--- src/rtl/serial_carry_adder.sv ---
// serial_carry_adder: bit-serial adder, one bit per clock, LSB first.
// Operands are captured on an in_valid/in_ready handshake. The carry loop
// closes through a carry register. The parallel sum and the final carry
// are returned on an out_valid/out_ready handshake.
//
// Ports:
//   clk, rst         rising-edge clock, asynchronous active-high reset
//   in_valid/ready   operand handshake (in_ready high only in idle)
//   a, b, ci         operands and carry-in, sampled on the accept edge only
//   out_valid/ready  result handshake (out_valid high only in done)
//   sum, co          (a+b+ci) mod 2^WIDTH and bit WIDTH of a+b+ci
//   busy             high while shifting
module serial_carry_adder #(
  parameter int unsigned WIDTH = 8
) (
  input  logic             clk,
  input  logic             rst,
  input  logic             in_valid,
  output logic             in_ready,
  input  logic [WIDTH-1:0] a,
  input  logic [WIDTH-1:0] b,
  input  logic             ci,
  output logic             out_valid,
  input  logic             out_ready,
  output logic [WIDTH-1:0] sum,
  output logic             co,
  output logic             busy
);

  localparam int unsigned CntW = (WIDTH > 1) ? $clog2(WIDTH) : 1;
  localparam logic [CntW-1:0] LastCnt = CntW'(WIDTH - 1);

  typedef enum logic [1:0] {
    StIdle  = 2'd0,
    StShift = 2'd1,
    StDone  = 2'd2
  } state_e;

  state_e           state_q;
  logic [WIDTH-1:0] sh_a_q;
  logic [WIDTH-1:0] sh_b_q;
  logic [WIDTH-1:0] res_q;
  logic             carry_q;
  logic [CntW-1:0]  cnt_q;

  logic             bit_s;
  logic             bit_c;
  logic [WIDTH-1:0] res_d;

  // Full-adder slice on the current LSBs: XOR sum and majority carry.
  always_comb begin
    bit_s = sh_a_q[0] ^ sh_b_q[0] ^ carry_q;
    bit_c = (sh_a_q[0] & sh_b_q[0]) | (sh_a_q[0] & carry_q) | (sh_b_q[0] & carry_q);
    // Sum bits enter at the MSB; after WIDTH shifts the LSB lands at bit 0.
    res_d = {bit_s, res_q[WIDTH-1:1]};
  end

  always_ff @(posedge clk or posedge rst) begin
    if (rst) begin
      state_q   <= StIdle;
      sh_a_q    <= '0;
      sh_b_q    <= '0;
      res_q     <= '0;
      carry_q   <= 1'b0;
      cnt_q     <= '0;
      sum       <= '0;
      co        <= 1'b0;
      in_ready  <= 1'b1;
      out_valid <= 1'b0;
      busy      <= 1'b0;
    end else begin
      unique case (state_q)
        StIdle: begin
          if (in_valid && in_ready) begin
            sh_a_q   <= a;
            sh_b_q   <= b;
            carry_q  <= ci;
            cnt_q    <= '0;
            state_q  <= StShift;
            in_ready <= 1'b0;
            busy     <= 1'b1;
          end
        end
        StShift: begin
          sh_a_q  <= {1'b0, sh_a_q[WIDTH-1:1]};
          sh_b_q  <= {1'b0, sh_b_q[WIDTH-1:1]};
          res_q   <= res_d;
          carry_q <= bit_c;
          cnt_q   <= cnt_q + CntW'(1);
          if (cnt_q == LastCnt) begin
            state_q   <= StDone;
            sum       <= res_d;
            co        <= bit_c;
            busy      <= 1'b0;
            out_valid <= 1'b1;
          end
        end
        StDone: begin
          // sum/co stay as they are here and afterwards in idle.
          if (out_ready) begin
            state_q   <= StIdle;
            out_valid <= 1'b0;
            in_ready  <= 1'b1;
          end
        end
        default: begin
          state_q   <= StIdle;
          in_ready  <= 1'b1;
          out_valid <= 1'b0;
          busy      <= 1'b0;
        end
      endcase
    end
  end

endmodule

--- config.mk ---
export PLATFORM = sky130hd
export DESIGN_NAME = serial_carry_adder
export DESIGN_NICKNAME = d
export VERILOG_FILES = /design/src/rtl/serial_carry_adder.sv
export SDC_FILE = /design/constraint.sdc
export NUM_CORES = 1
export LEC_CHECK = 0
export ABC_AREA = 1
export BUFFER_PORTS_ARGS = -buffer_cell sky130_fd_sc_hd__buf_2
export CORE_AREA = 2 2 75 77
export CTS_BUF_LIST = sky130_fd_sc_hd__clkbuf_8
export CTS_CLUSTER_DIAMETER = 40
export DETAILED_ROUTE_END_ITERATION = 10
export DIE_AREA = 0 0 77 79
export SETUP_SLACK_MARGIN = 0.02
export SLEW_MARGIN = 30
export SYNTH_ARGS = -nofsm -noshare
export SYNTH_HDL_FRONTEND = slang
export SYNTH_SLANG_ARGS = --single-unit
--- constraint.sdc ---
create_clock -name clk -period 1.8 [get_ports clk]
set_input_delay 0.18 -clock clk [delete_from_list [all_inputs] [get_ports clk]]
set_output_delay 0.18 -clock clk [all_outputs]
set_load 0.01 [all_outputs]
Word-level counts from Yosys, hierarchy flattened
Cells that the tools add are included.

Add/sub/neg operators: 1. Eq/ne operators: 6. Mux-type cells: 21. Bitwise gates (word level): 10. Reductions and logical operators: 9.

Operators with widths (count): one-hot mux 8 bit (2 select lines) (2); two-way mux 8 bit (2); AND reduction 3 bit (4); one-hot mux 1 bit (3 select lines) (3); two-way mux 1 bit (7); two-way mux 2 bit (3); inequality test 2 bit, second input constant (3); one-hot mux 2 bit (3 select lines) (1); one-hot mux 3 bit (2 select lines) (1); AND reduction 2 bit (2); adder 3 x 1 -> 3 bit, second input constant (1); AND 1 bit (3); == test 3 bit, second input constant (1); two-way mux 3 bit (1); NOT 1 bit (3); == test 2 x 1 -> 1 bit, second input constant (1); == test 2 bit, second input constant (1); zero test 2 bit (1); OR 1 bit (2); one-hot mux 1 bit (2 select lines) (1); nonzero test 2 bit (1); bitwise XOR 1 bit (2); logical AND 1 bit (1).

Register bits: 42. Input port bits: 21. Output and inout port bits: 12. Logic and storage cells: 58.

Logic depth before layout (Yosys ltp)
Word-level depth: 4. Gate-level depth with buffers: 9. Gate-level depth less buffers: 7.

Worst setup path before layout
No wires, ideal clock.

Path kind: reg-to-reg. Start: reg in_ready. End: reg sh_b_q[0]. Setup time: 0.116 ns. Data arrival time: 1.216 ns. Data required time: 1.684 ns. Setup slack: 0.468 ns. Stages on the path, launching flop included: 7. Path buffers: 1. Period minus slack after synthesis: 1.332 ns. Cells stage by stage: dfstp_2 > nand2_1 > o21ai_4 > inv_6 > buf_6 > nand2_1 > nand2_1.

Longest elaborated chain between the ends: 3.

Ends and longest elaborated chain: start, declared (RTL line 19) `output logic in_ready,`; start signal, assigned (RTL line 68) `in_ready <= 1'b1;`; start signal, assigned (RTL line 80) `in_ready <= 1'b0;`; start signal, assigned (RTL line 103) `in_ready <= 1'b1;`; logical AND 1 bit (RTL line 74) `if (in_valid && in_ready) begin`; inequality test 2 bit (no line); AND reduction 2 bit (no line); end signal, assigned (RTL line 86) `sh_b_q <= {1'b0, sh_b_q[WIDTH-1:1]};`; end, declared (RTL line 41) `logic [WIDTH-1:0] sh_b_q;`.

Every way passes these cells. A chain may end at the register's enable or synchronous reset.

Worst setup path in the final report
Start: reg in_ready. End: reg sh_a_q[1].

Longest elaborated chain between the ends: 3.

Ends and longest elaborated chain: logical AND 1 bit (RTL line 74); inequality test 2 bit (no line); AND reduction 2 bit (no line); end signal, assigned (RTL line 85) `sh_a_q <= {1'b0, sh_a_q[WIDTH-1:1]};`; end, declared (RTL line 40) `logic [WIDTH-1:0] sh_a_q;`.

Every way passes these cells.

==> out/qor.yml <==
die_w_um: 77
min_path_type: "in2async"
initial_utilization: 0.353
synth_top_family_by_area: "simple AND/OR/NAND/NOR gates"
timing_hold_violations_final: 0
max_slew.worst_pin.slew_ns: 0.568
setup.worst_path.end_class: "register"
num_antenna_cells: 0
fraction_of_the_mapped_netlist_area_in_compound_gates: 0.0777
post_drt_via_cell_ratio: 4.34
drv_slew: 0
mappedNetlistNets: 247
tritoncts_num_sinks: 41
antenna_found_initial: 0
outcome: "finished clean"
relSlewSlack: 0.620
grt_use_total: 0.127
rrSetupSlack_ns: 0.25
syn_avg_cell_area_um2: 8.45
dp_hpwl_um: 2310
remaining_global_route_overflow: 0
grt_pass1_vias: 1358
synth.lib_cells_used.distinct: 20
design.die.area_um2: 6080
max-vdd-ir-drop_mv: 0.637
drt-total-wl_um: 3460
dr.pass1.iters: 4
standard_cell_core_area_um2: 5340
cts_max_path_buffers: 2
gp_routability_congestion: 0.748
synthesis.yosys.warnings: 0
port_buffers: 32
final_cells: 329
finish.net_count: 280
layout-drive-gt1-share: 0.222
die_h_um: 79
finalClockSkew_ns: 0.00422
synth_adder_area_share: 0.0239
area_delta_synth_final_pct: 16.3
detail-route-antenna-nets: 0
worstSkewPairLatency_ns: 0.29
cts_max_level: 2
dp.cells: 321
maxCapViolations: 0
pwr_density_cell_nw_per_um2: 1740
achievable-frequency_mhz: 645
leakage_power_nw: 1.22
post_cts_resize_count: 0
dr.first_iter.drc_count: 96
critPathArrivalTime_ns: 1.74
setup.worst_path.class: "reg2reg"
cts_made_buffers: 5
cts_root_buf: "clkbuf_8"
unrepaired_setup_endpoints_after_global_routing: "no"
cts.repair_timing.setup_buffer_count: 0
synthesis.area_um2: 1880
critical_path_required_ns: 1.99
grt_start_max_net_pins: 42
critPathMaxFanout: 18
post-route-period-util: 0.862
muxShareOfSynthArea: 0
sequential_cell_area_fraction_in_the_yosys_report: 0.545
ctsHoldBuffers: 0
finalCriticalPeriod_ns: 1.55
floorplan.rows: 27
synthesized_area_fraction_occupied_by_xor_and_xnor_cells: 0
routed-via-count: 1428
totalNegativeSetupSlack_ns: 0
grt_first_pass_wirelength_um: 6060
path_clk_slew_ns: 0.08
tritoncts: "done"
wl_per_cell_um: 10.5
setup_viol_count_final: 0
synthCells: 223
drt_drc_violations_left: 0
startpoint_type: "register"
ys_seq_elements: 41
yosys.area_share.simple: 0.278
ioPinCount: 33
-- where the power goes --
group / internal (W) / leakage [nW] / switching, W / total, W
clock: 0.000447 / 0.0626 / 0.000313 / 0.000760
sequential: 0.00132 / 0.524 / 0.000222 / 0.00154
combinational: 0.000516 / 0.630 / 0.000998 / 0.00151
total: 0.00228 / 1.22 / 0.00153 / 0.00382
-- kinds of logic (layout without fill, tap and decap cells) --
logic type / count (synthesis) / count (layout)
AO/OA/AOI/OAI: 21 / 21
flip-flops: 41 / 41
AND/OR/NAND/NOR: 133 / 133
adder cells (fa/ha/maj): 3 / 3
buffers and inverters: 25 / 59
-- cell type report --
class	count	area (um^2)
Fill cell	578	3150
Sequential cell	41	1030
Multi-Input combinational cell	157	714
Timing Repair Buffer	34	175
Tap cell	72	90.1
Clock buffer	6	82.6
Inverter	17	68.8
Clock inverter	2	33.8
-- worst max-delay path: stages (launching register included) --
cell,delay (ns)
dfstp_2,0.54
nand2_1,0.11
o21ai_4,0.48
inv_6,0.15
nand2_1,0.10
nand2_1,0.06
-- cells in the mapped netlist --
| master | number | share of area |
|---|---|---|
| a21oi_1 | 1 | 0.0027 |
| inv_6 | 1 | 0.0046 |
| dfrtp_1 | 40 | 0.53 |
| inv_1 | 13 | 0.026 |
| nand2_1 | 123 | 0.25 |
| fa_1 | 1 | 0.011 |
| dfstp_2 | 1 | 0.014 |
| o21ai_0 | 11 | 0.029 |
| buf_6 | 5 | 0.030 |
| inv_2 | 3 | 0.0060 |
| buf_2 | 2 | 0.0053 |
| o21ai_4 | 1 | 0.0086 |
| nor2_4 | 1 | 0.0060 |
| nand3_1 | 4 | 0.011 |
| nand2_4 | 1 | 0.0060 |
| buf_4 | 1 | 0.0040 |
| o21ai_2 | 8 | 0.037 |
| nor2_1 | 3 | 0.0060 |
| nand3b_1 | 1 | 0.0040 |
| ha_1 | 2 | 0.013 |
-- per-layer routing --
layer | vias to the layer above | GRT usage | wire length [um]
met5 | - | 0 | 0
met4 | 0 | 0.0482 | 52
met3 | 5 | 0.0398 | 175
met2 | 33 | 0.188 | 1480
met1 | 644 | 0.176 | 1750
li1 | 746 | - | -
-- final timing paths --
kind,endpoint,startpoint,cells after the start
min reg2reg,busy,busy,2
max in group asynchronous,in_ready,rst,3
max reg2reg,sh_a_q[1],in_ready,5
max,sh_a_q[1],in_ready,5
min in group clk,sh_a_q[7],a[7],3
min,res_q[4],rst,3
-- stage by stage --
stage	worst slack (ns)	area (um^2)	total power, W	utilization	hold WS, ns
finish	0.249	2190	0.00382	0.411	0.00177
global placement	0.291	2080	0.00306	0.389	0.338
global route	0.136	2190	0.00420	0.411	0.0880
detailed placement	0.249	2080	0.00310	0.389	0.343
floorplan	0.468	1880	0.00279	-	0.325
CTS	0.226	2190	0.00388	0.411	0.0265
-- registers in the layout, summed over array words and instances (netlist names) --
name	cells
sh_a_q	8
sh_b_q	8
sum	8
res_q	7
cnt_q	3
state_q	2
busy	1
carry_q	1
co	1
in_ready	1
out_valid	1
-- layout by cell type, fill, tap and decap left out --
| cell type | synthesis | routed |
|---|---|---|
| nand2_1 | 123 | 123 |
| dfrtp_1 | 40 | 40 |
| buf_2 | 2 | 32 |
| inv_1 | 13 | 14 |
| o21ai_0 | 11 | 11 |
| o21ai_2 | 8 | 8 |
| clkbuf_8 | 0 | 6 |
| nand3_1 | 4 | 4 |
| inv_2 | 3 | 3 |
| nor2_1 | 3 | 3 |
| ha_1 | 2 | 2 |
| buf_4 | 1 | 2 |
| nand2_4 | 1 | 1 |
| o21ai_4 | 1 | 1 |
| inv_6 | 1 | 1 |
| nor2_4 | 1 | 1 |
| nand3b_1 | 1 | 1 |
| a21oi_1 | 1 | 1 |
| fa_1 | 1 | 1 |
| bufinv_16 | 0 | 1 |
| dfstp_2 | 1 | 1 |
Power figures use the tool's default switching activity.
